$ cat src/rtl/audio_frame_buffer.sv
// audio_frame_buffer: ping-pong capture of streamed samples into frames presented to the FFT.
module audio_frame_buffer #(
  parameter int SAMPLE_W  = 24,
  parameter int FRAME_LEN = 16,
  parameter int CNT_W     = 8
) (
  input  logic                          Clk,
  input  logic                          Reset,
  input  logic [SAMPLE_W-1:0]           sample_in,
  input  logic                          sample_valid,
  input  logic                          frame_completed,
  output logic [FRAME_LEN*SAMPLE_W-1:0] frame_data,
  output logic                          Ready,
  output logic [$clog2(FRAME_LEN):0]    fill_level,
  output logic                          overrun,
  output logic [CNT_W-1:0]              overrun_count
);
  localparam int IW = $clog2(FRAME_LEN);
  logic [SAMPLE_W-1:0] mem [2][FRAME_LEN];
  logic [1:0]          full;
  logic                wr_sel, rd_sel;
  logic [IW-1:0]       wr_idx;
  assign Ready      = full[rd_sel];
  assign fill_level = {1'b0, wr_idx};
  for (genvar k = 0; k < FRAME_LEN; k++) begin : g_slot
    assign frame_data[k*SAMPLE_W +: SAMPLE_W] = mem[rd_sel][k];
  end
  // Write and release target different banks whenever both act, so both updates can land together.
  always_ff @(posedge Clk or posedge Reset)
    if (Reset) begin
      mem           <= '{default: '0};
      full          <= '0;
      wr_sel        <= 1'b0;
      rd_sel        <= 1'b0;
      wr_idx        <= '0;
      overrun       <= 1'b0;
      overrun_count <= '0;
    end else begin
      overrun <= sample_valid && full[wr_sel];
      if (sample_valid && !full[wr_sel]) begin
        mem[wr_sel][wr_idx] <= sample_in;
        wr_idx              <= wr_idx + 1'b1;
        if (&wr_idx) begin
          full[wr_sel] <= 1'b1;
          wr_sel       <= ~wr_sel;
        end
      end else if (sample_valid && !(&overrun_count))
        overrun_count <= overrun_count + 1'b1;
      if (frame_completed && full[rd_sel]) begin
        full[rd_sel] <= 1'b0;
        rd_sel       <= ~rd_sel;
      end
    end
endmodule
$ cat config.mk
export PLATFORM = sky130hd
export DESIGN_NAME = audio_frame_buffer
export DESIGN_NICKNAME = d
export VERILOG_FILES = /design/src/rtl/audio_frame_buffer.sv
export SDC_FILE = /design/constraint.sdc
export NUM_CORES = 1
export LEC_CHECK = 0
export BUFFER_PORTS_ARGS = -buffer_cell sky130_fd_sc_hd__buf_2
export CAP_MARGIN = 20
export CORE_AREA = 2 2 255 308
export DETAILED_ROUTE_END_ITERATION = 6
export DIE_AREA = 0 0 257 310
export PLACE_DENSITY = 0.6
export SLEW_MARGIN = 20
export SYNTH_ARGS = -nofsm -noshare
export SYNTH_HDL_FRONTEND = slang
export SYNTH_SLANG_ARGS = --single-unit
$ cat constraint.sdc
create_clock -name Clk -period 82.2 [get_ports Clk]
set_input_delay 16.44 -clock Clk [delete_from_list [all_inputs] [get_ports Clk]]
set_output_delay 16.44 -clock Clk [all_outputs]
set_load 0.05 [all_outputs]
Word-level counts from Yosys, hierarchy flattened
Cells that the tools add are included.

Flip-flop bits (word level): 785. Output and inout port bits: 399.

$add $sub $neg: 2. Magnitude comparators: 9. Muxes and demuxes: 19. Bitwise gates (word level): 9. Reductions and logical operators: 14.

Operators by type and width (number): 384-bit two-way mux (4); 768-bit bitwise mux (1); 384-bit demux with 1-bit select (1); 24-bit demux with 4-bit select (1); 24-bit two-way mux (1); 8-bit by 1-bit adder with 8-bit output, second input constant (1); 1-bit logical AND (8); 8-bit AND reduction (1); 1-bit two-way mux (6); 2-bit two-way mux (3); 5-bit >= comparator, second input constant (1); 5-bit by 1-bit less-than comparator with 1-bit output, second input constant (1); 4-bit inverter with 5-bit output (1); 5-bit AND reduction (1); 4-bit by 1-bit adder with 4-bit output, second input constant (1); 2-bit >= comparator, second input constant (2); 1-bit by 2-bit less-than comparator with 1-bit output, second input constant (2); 1-bit inverter with 2-bit output (2); 4-bit AND reduction (1); 1-bit inverter (3); 2-bit AND (1); 1-bit demux with 1-bit select (2); 1-bit >= comparator, second input constant (2); 1-bit logical NOT (2); other kinds (4) (4).

Longest topological paths before layout
Gate-level depths: netlist (run 1).

Depth in word-level cells: 9. Mapped depth: 7. Gate-level depth less buffers: 5.

Worst setup path after synthesis (run 1)
No wires, ideal clock.

Path kind: flip-flop to output port. From: register rd_sel. To: output frame_data[0]. Arrival: 1698 ps. Setup slack: 64062 ps. Cell stages (with the launch flop): 5. Buffers on the path: 3. Path through: dfrtp_1 -> clkbuf_1 -> clkbuf_1 -> clkbuf_1 -> mux2_2.

Word-level cells in the longest chain between the ends: 4.

RTL lines: from (decl) (line 21) `logic wr_sel, rd_sel;`; from (signal assigned) (line 51) `rd_sel <= ~rd_sel;`; 1-bit inverter with 2-bit output (implied by the code) (line 26) `assign frame_data[k*SAMPLE_W +: SAMPLE_W] = mem[rd_sel][k];`; 384-bit two-way mux (3 in a row); to (decl) (line 12) `output logic [FRAME_LEN*SAMPLE_W-1:0] frame_data,`.

No other way between the ends. The select of a mux whose other input is x is not followed.

Worst setup path after layout (run 1)
From: register rd_sel. To: output frame_data[283].

The elaborated chain is that of the path after synthesis.

==> out/results.txt, run 1 <==
Pins Over Slew Limit = 0
WL per Instance = 24.6 µm
Critical Path Sink Type = primary output
Unique masters post-synth = 37
share of layout cells above drive strength 1 = 66.7%
Slew @ Worst Pin = 1000 ps
Setup WS post-layout = 61570 ps
all-layer global routing usage = 22.5%
Hold Path Cell Cnt = 1
pre-CTS setup slack = 61030 ps
largest net degree at the start of global routing = 189
Area Growth Syn to Fin = 16.1%
Routed WL = 90200 µm
area share of fa/ha/maj cells after synthesis = 0.183%
Synth Area in Compound Gates = 0.0914%
relative slew slack = 33.1%
PortBufs = 425
vias in the first global route = 20990
row count = 112
# nets final = 2614
antenna viol nets, final = 0
mux cell area share after synthesis = 38.2%
flops & latches, synth = 785
drt first pass iters = 4
DIE AREA = 79700 µm²
hold_ws = 491 ps
largest family of logic cells by synthesized area = multiplexers
slowest stage cell, crit path = dfrtp_4
fin crit share = 25.1%
Sum Neg Setup Slack = 0 ps
r2r startpoint = wr_sel
Vias = 19564
clock buffer depth = 3
Worst R2R Path Depth = 4
Critical Path Most Common Cell = buf_4
critical path startpoint = rd_sel
htree depth = 3
WP data arrival = 4190 ps
num ports = 427
R2R Path End = mem[632]
Critical Path RT = 65760 ps
Tmin final = 20630 ps
register-to-register setup slack = 79730 ps
antenna fix cells = 0
hold endpoint = mem[464]
die width = 257 µm
status = finished clean
PostCTS Resize Cnt = 0
Mapped Cells = 2228
Clock Sinks = 785
CP Cell Sequence = buf_4, buf_4, mux2_2, buf_2
metal3 WL = 4720 µm
Buf/Inv on CP = 3
Top delay family on crit path = buffers and inverters
final hold viol count = 0
average cell area after synthesis = 15.4 µm²
Worst Path Class, Setup = register to primary output
RSZ-0062 raised after global routing = no
Post-Syn Area = 34200 µm²
CTS buffer count = 80
max_cap viols = 0
DR iter-0 viols = 879
max incr delay on CP = 1020 ps
clk slew on worst S/H paths = 60 ps
vias per cell = 5.33
syn nets = 2261
starting density of the core = 44.5%
Residual DRC = 0
grt total ovfl = 0
hold_buf cts = 0
XOR/XNOR Fraction of Synth Area = 0.154%
CTS tree = built
Die Ht = 310 µm
Core ar. = 76900 µm²
Post-CTS Setup Repair Bufs = 0
Routability Congestion = 0.831
peak fanout along the critical path = 77
CP Launch Type = register
yosys warns = 0
clk_skew = 19.0 ps
Peak Freq = 48.5 MHz
Setup Viol. Count Final = 0
Metal-1 WL = 36900 µm
clock root buffer master = clkbuf_16
first-pass GRT wire length = 135000 µm
met2 WL = 46200 µm
post-synthesis sequential area ratio = 57.4%
post-synthesis simple-gate area fraction = 1.24%
antenna violations before repair = 2
DR top layer = met5
Worst Hold Class = register to register
clock latency on the worst-skew pair = 610 ps
worst hold start = mem[464]
hpwl dp = 59800 µm
[sequential cells by signal, indices dropped and copies added, names as in the netlist]
| signal | flops |
|---|---|
| full | 2 |
| mem | 768 |
| overrun | 1 |
| overrun_count | 8 |
| rd_sel | 1 |
| wr_idx | 4 |
| wr_sel | 1 |
[cell usage in the layout, fill, tap and decap left out, types with 3 or more instances in the layout]
| master | n |
|---|---|
| and3_1 | 3 |
| buf_2 | 425 |
| buf_4 | 29 |
| bufinv_16 | 6 |
| clkbuf_1 | 21 |
| clkbuf_16 | 82 |
| clkbuf_8 | 19 |
| clkinv_2 | 8 |
| dfrtp_1 | 784 |
| ha_1 | 5 |
| inv_1 | 3 |
| mux2_1 | 3 |
| mux2_2 | 1155 |
| nand2_1 | 29 |
| nand2_2 | 12 |
| nand2b_1 | 4 |
| nand4_1 | 3 |
| nor2_1 | 5 |
| xnor2_1 | 4 |
[cells by family after synthesis]
kind of cell,count (synthesis)
flip-flops,785
multiplexers,1160
buffers and inverters,192
adder cells (fa/ha/maj),5
AO/OA/AOI/OAI,5
XOR/XNOR,6
other,1
AND/OR/NAND/NOR,74
[cells in the mapped netlist]
cell type / n / area [µm²]
a21o_1: 2 / 15.0
a21oi_1: 2 / 10.0
a31oi_1: 1 / 6.26
and2_1: 1 / 6.26
and3_1: 3 / 18.8
and4_1: 1 / 8.76
buf_1: 7 / 26.3
buf_2: 52 / 260
buf_4: 4 / 30.0
buf_6: 17 / 191
clkbuf_1: 108 / 405
conb_1: 1 / 3.75
dfrtp_1: 785 / 19600
ha_1: 5 / 62.6
inv_1: 4 / 15.0
mux2_1: 3 / 33.8
mux2_2: 1155 / 13000
mux2i_1: 2 / 20.0
nand2_1: 29 / 109
nand2_2: 12 / 75.1
nand2b_1: 4 / 25.0
nand3_1: 1 / 5.00
nand4_1: 3 / 18.8
nand4b_1: 1 / 8.76
nor2_1: 5 / 18.8
nor2_2: 1 / 6.26
nor2_4: 2 / 22.5
nor2b_1: 1 / 6.26
nor3_1: 2 / 10.0
nor3_2: 3 / 30.0
nor3_4: 1 / 16.3
nor4_2: 1 / 12.5
or3b_1: 1 / 8.76
or3b_2: 1 / 8.76
or4b_2: 1 / 10.0
xnor2_1: 4 / 35.0
xor2_1: 2 / 17.5
[area by class of cell]
class | count | area (µm²)
inverter | 4 | 27.5
fill | 6563 | 37200
multi-input combinational | 1251 | 13600
clock buffer | 122 | 2390
tap | 1026 | 1280
sequential | 785 | 19600
clock inverter | 21 | 287
timing repair buffer | 459 | 2450
[routing by layer]
layer / GRT usage (%) / vias up
met5: 0 / -
met4: 7.19 / 2
met3: 4.57 / 119
met2: 39.5 / 411
met1: 27.8 / 10398
li1: - / 8634
[worst max-delay path by stage]
stage,end,cells past startpoint
after CTS,frame_data[283],4
after detailed placement,mem[125],6
final,frame_data[283],4
after global routing,frame_data[226],4
after global placement,mem[125],6
after floorplan,full[0],1
[stage by stage]
step | cell area (µm²) | util (%) | instances
6_report | 39700 | 51.6 | 3668
5_1_grt | 39700 | 51.6 | 3668
4_1_cts | 39600 | 51.5 | 3665
3_5_place_dp | 37000 | 48.1 | 3522
3_3_place_gp | 37000 | 48.1 | 3522
2_1_floorplan | 34200 | - | 2228
Power of run 1 is left out: the tool's default activity adds up to more than one toggle a clock period on the data nets, which glitch-free logic cannot reach.
==> inputs of run 2 (changes only) <==
--- a/config.mk
+++ b/config.mk
@@ -10,7 +10,7 @@
 export CORE_AREA = 2 2 255 308
 export DETAILED_ROUTE_END_ITERATION = 6
 export DIE_AREA = 0 0 257 310
-export PLACE_DENSITY = 0.6
+export PLACE_DENSITY = 0.62
 export SLEW_MARGIN = 20
 export SYNTH_ARGS = -nofsm -noshare
 export SYNTH_HDL_FRONTEND = slang
==> constraint.sdc (replaced) <==
create_clock -name Clk -period 18.57 [get_ports Clk]
set_input_delay 3.714 -clock Clk [delete_from_list [all_inputs] [get_ports Clk]]
set_output_delay 3.714 -clock Clk [all_outputs]
set_load 0.05 [all_outputs]
==> out/results.txt, run 2 (same netlist as run 1, synthesis figures left out) <==
max_cap viols = 0 (unchanged)
vias per cell = 5.35 (+0.32%)
Top Registers = mem: 768 flops, overrun_count: 8 flops, wr_idx: 4 flops
fin crit share = 41.5%
clk slew on worst S/H paths = 60 ps (about the same)
relative slew slack = 27.0% (-6.1 points)
Residual DRC = 0 (unchanged)
Routed WL = 89600 µm (-0.61%)
clk_skew = 17.7 ps (-1.29 ps)
RSZ-0062 raised after global routing = no
status = finished clean
clock root buffer master = clkbuf_16
Post-CTS Setup Repair Bufs = 0 (unchanged)
starting density of the core = 44.5% (unchanged)
Critical Path RT = 14860 ps (-50900 ps)
Tmin final = 7700 ps
antenna viol nets, final = 0 (unchanged)
Slew @ Worst Pin = 1100 ps (+91.4 ps)
largest net degree at the start of global routing = 195 (+3.2%)
pre-CTS setup slack = 11240 ps (-49790 ps)
clock buffer depth = 3 (unchanged)
hold_buf cts = 0 (unchanged)
share of layout cells above drive strength 1 = 66.9% (+0.20 points)
PostCTS Resize Cnt = 0 (unchanged)
hpwl dp = 58000 µm (-2.9%)
commonest non-fill, non-tap cell in the layout = mux2_2
Core ar. = 76900 µm² (unchanged)
antenna fix cells = 0 (unchanged)
Peak Freq = 130 MHz
die width = 257 µm (unchanged)
vias in the first global route = 20960 (-0.14%)
DR iter-0 viols = 888 (+1.0%)
Pins Over Slew Limit = 0 (unchanged)
row count = 112 (unchanged)
largest register by flop count = mem
grt total ovfl = 0 (unchanged)
CTS tree = built
clock latency on the worst-skew pair = 640 ps (+30 ps)
Critical Path Sink Type = primary output
CTS buffer count = 80 (unchanged)
Setup WS post-layout = 10870 ps (-50710 ps)
Worst Hold Class = register to register
DIE AREA = 79700 µm² (unchanged)
max FFs per register = 768 (unchanged)
WL per Instance = 24.5 µm (-0.56%)
PortBufs = 425 (unchanged)
first-pass GRT wire length = 135000 µm (-0.19%)
CP Launch Type = register
all-layer global routing usage = 22.4% (-0.095 points)
final hold viol count = 0 (unchanged)
most frequent cells in the layout = mux2_2, dfrtp_1, buf_2, clkbuf_16, nand2_1
# nets final = 2610 (-0.15%)
Worst Path Class, Setup = register to primary output
Setup Viol. Count Final = 0 (unchanged)
Vias = 19615 (+0.26%)
antenna violations before repair = 2 (unchanged)
htree depth = 3 (unchanged)
Routability Congestion = 0.837 (+0.75%)
Clock Sinks = 785 (unchanged)
Die Ht = 310 µm (unchanged)
Area Growth Syn to Fin = 16.4%
Sum Neg Setup Slack = 0 ps (unchanged)
WP data arrival = 3990 ps (-200 ps)
num ports = 427 (unchanged)
drt first pass iters = 6 (+2)
peak fanout along the critical path = 80 (+3.9%)
-- run 2: cell types whose count changed in the layout (fill, tap and decap cells not counted), sizes merged --
cell    delta
inv        +1
buf        -4
clkinv     +3
clkbuf     -2
-- run 2: cell type report --
type	count	area (µm²)
well taps	1026	1280
inverters	4	18.8
fillers	6433	37100
clock buffers	120	2440
clock inverters	25	293
flip-flops and latches	785	19600
repair buffers	455	2490
multi-input cells	1251	13600
-- run 2: worst max-delay path, stage by stage, from the launching register on --
cell,delay [ps]
dfrtp_4,1110
buf_6,750
buf_4,690
mux2_2,430
buf_2,220
-- run 2: per-layer routing --
| metal | global-route usage [%] | vias to the layer above | share of wire (%) |
|---|---|---|---|
| li1 | - | 8616 | - |
| met1 | 27.9 | 10458 | 42 |
| met2 | 38.3 | 407 | 50 |
| met3 | 5.00 | 132 | 5.2 |
| met4 | 8.27 | 2 | 3.2 |
| met5 | 0 | - | 0.013 |
-- run 2: stage by stage --
step	area, µm²	hold slack, ps	instances	utilization (%)
6_report	39800	495	3666	51.8
4_1_cts	39700	501	3662	51.6
3_3_place_gp	37000	471	3517	48.1
5_1_grt	39800	509	3666	51.8
2_1_floorplan	34200	460	2228	-
3_5_place_dp	37000	487	3517	48.1
-- run 2: final timing paths --
check                           from               to  slack, ps  cells after the start
max                           rd_sel  frame_data[380]      10870                      4
min in group asynchronous      Reset         mem[445]       3080                      2
min                         mem[464]         mem[464]        490                      1
min reg2reg                 mem[464]         mem[464]        490                      1
max reg2reg                wr_idx[0]         mem[401]      15880                      5
max in group asynchronous      Reset         mem[264]      13140                      6
Power of run 2 is left out for the same reason.
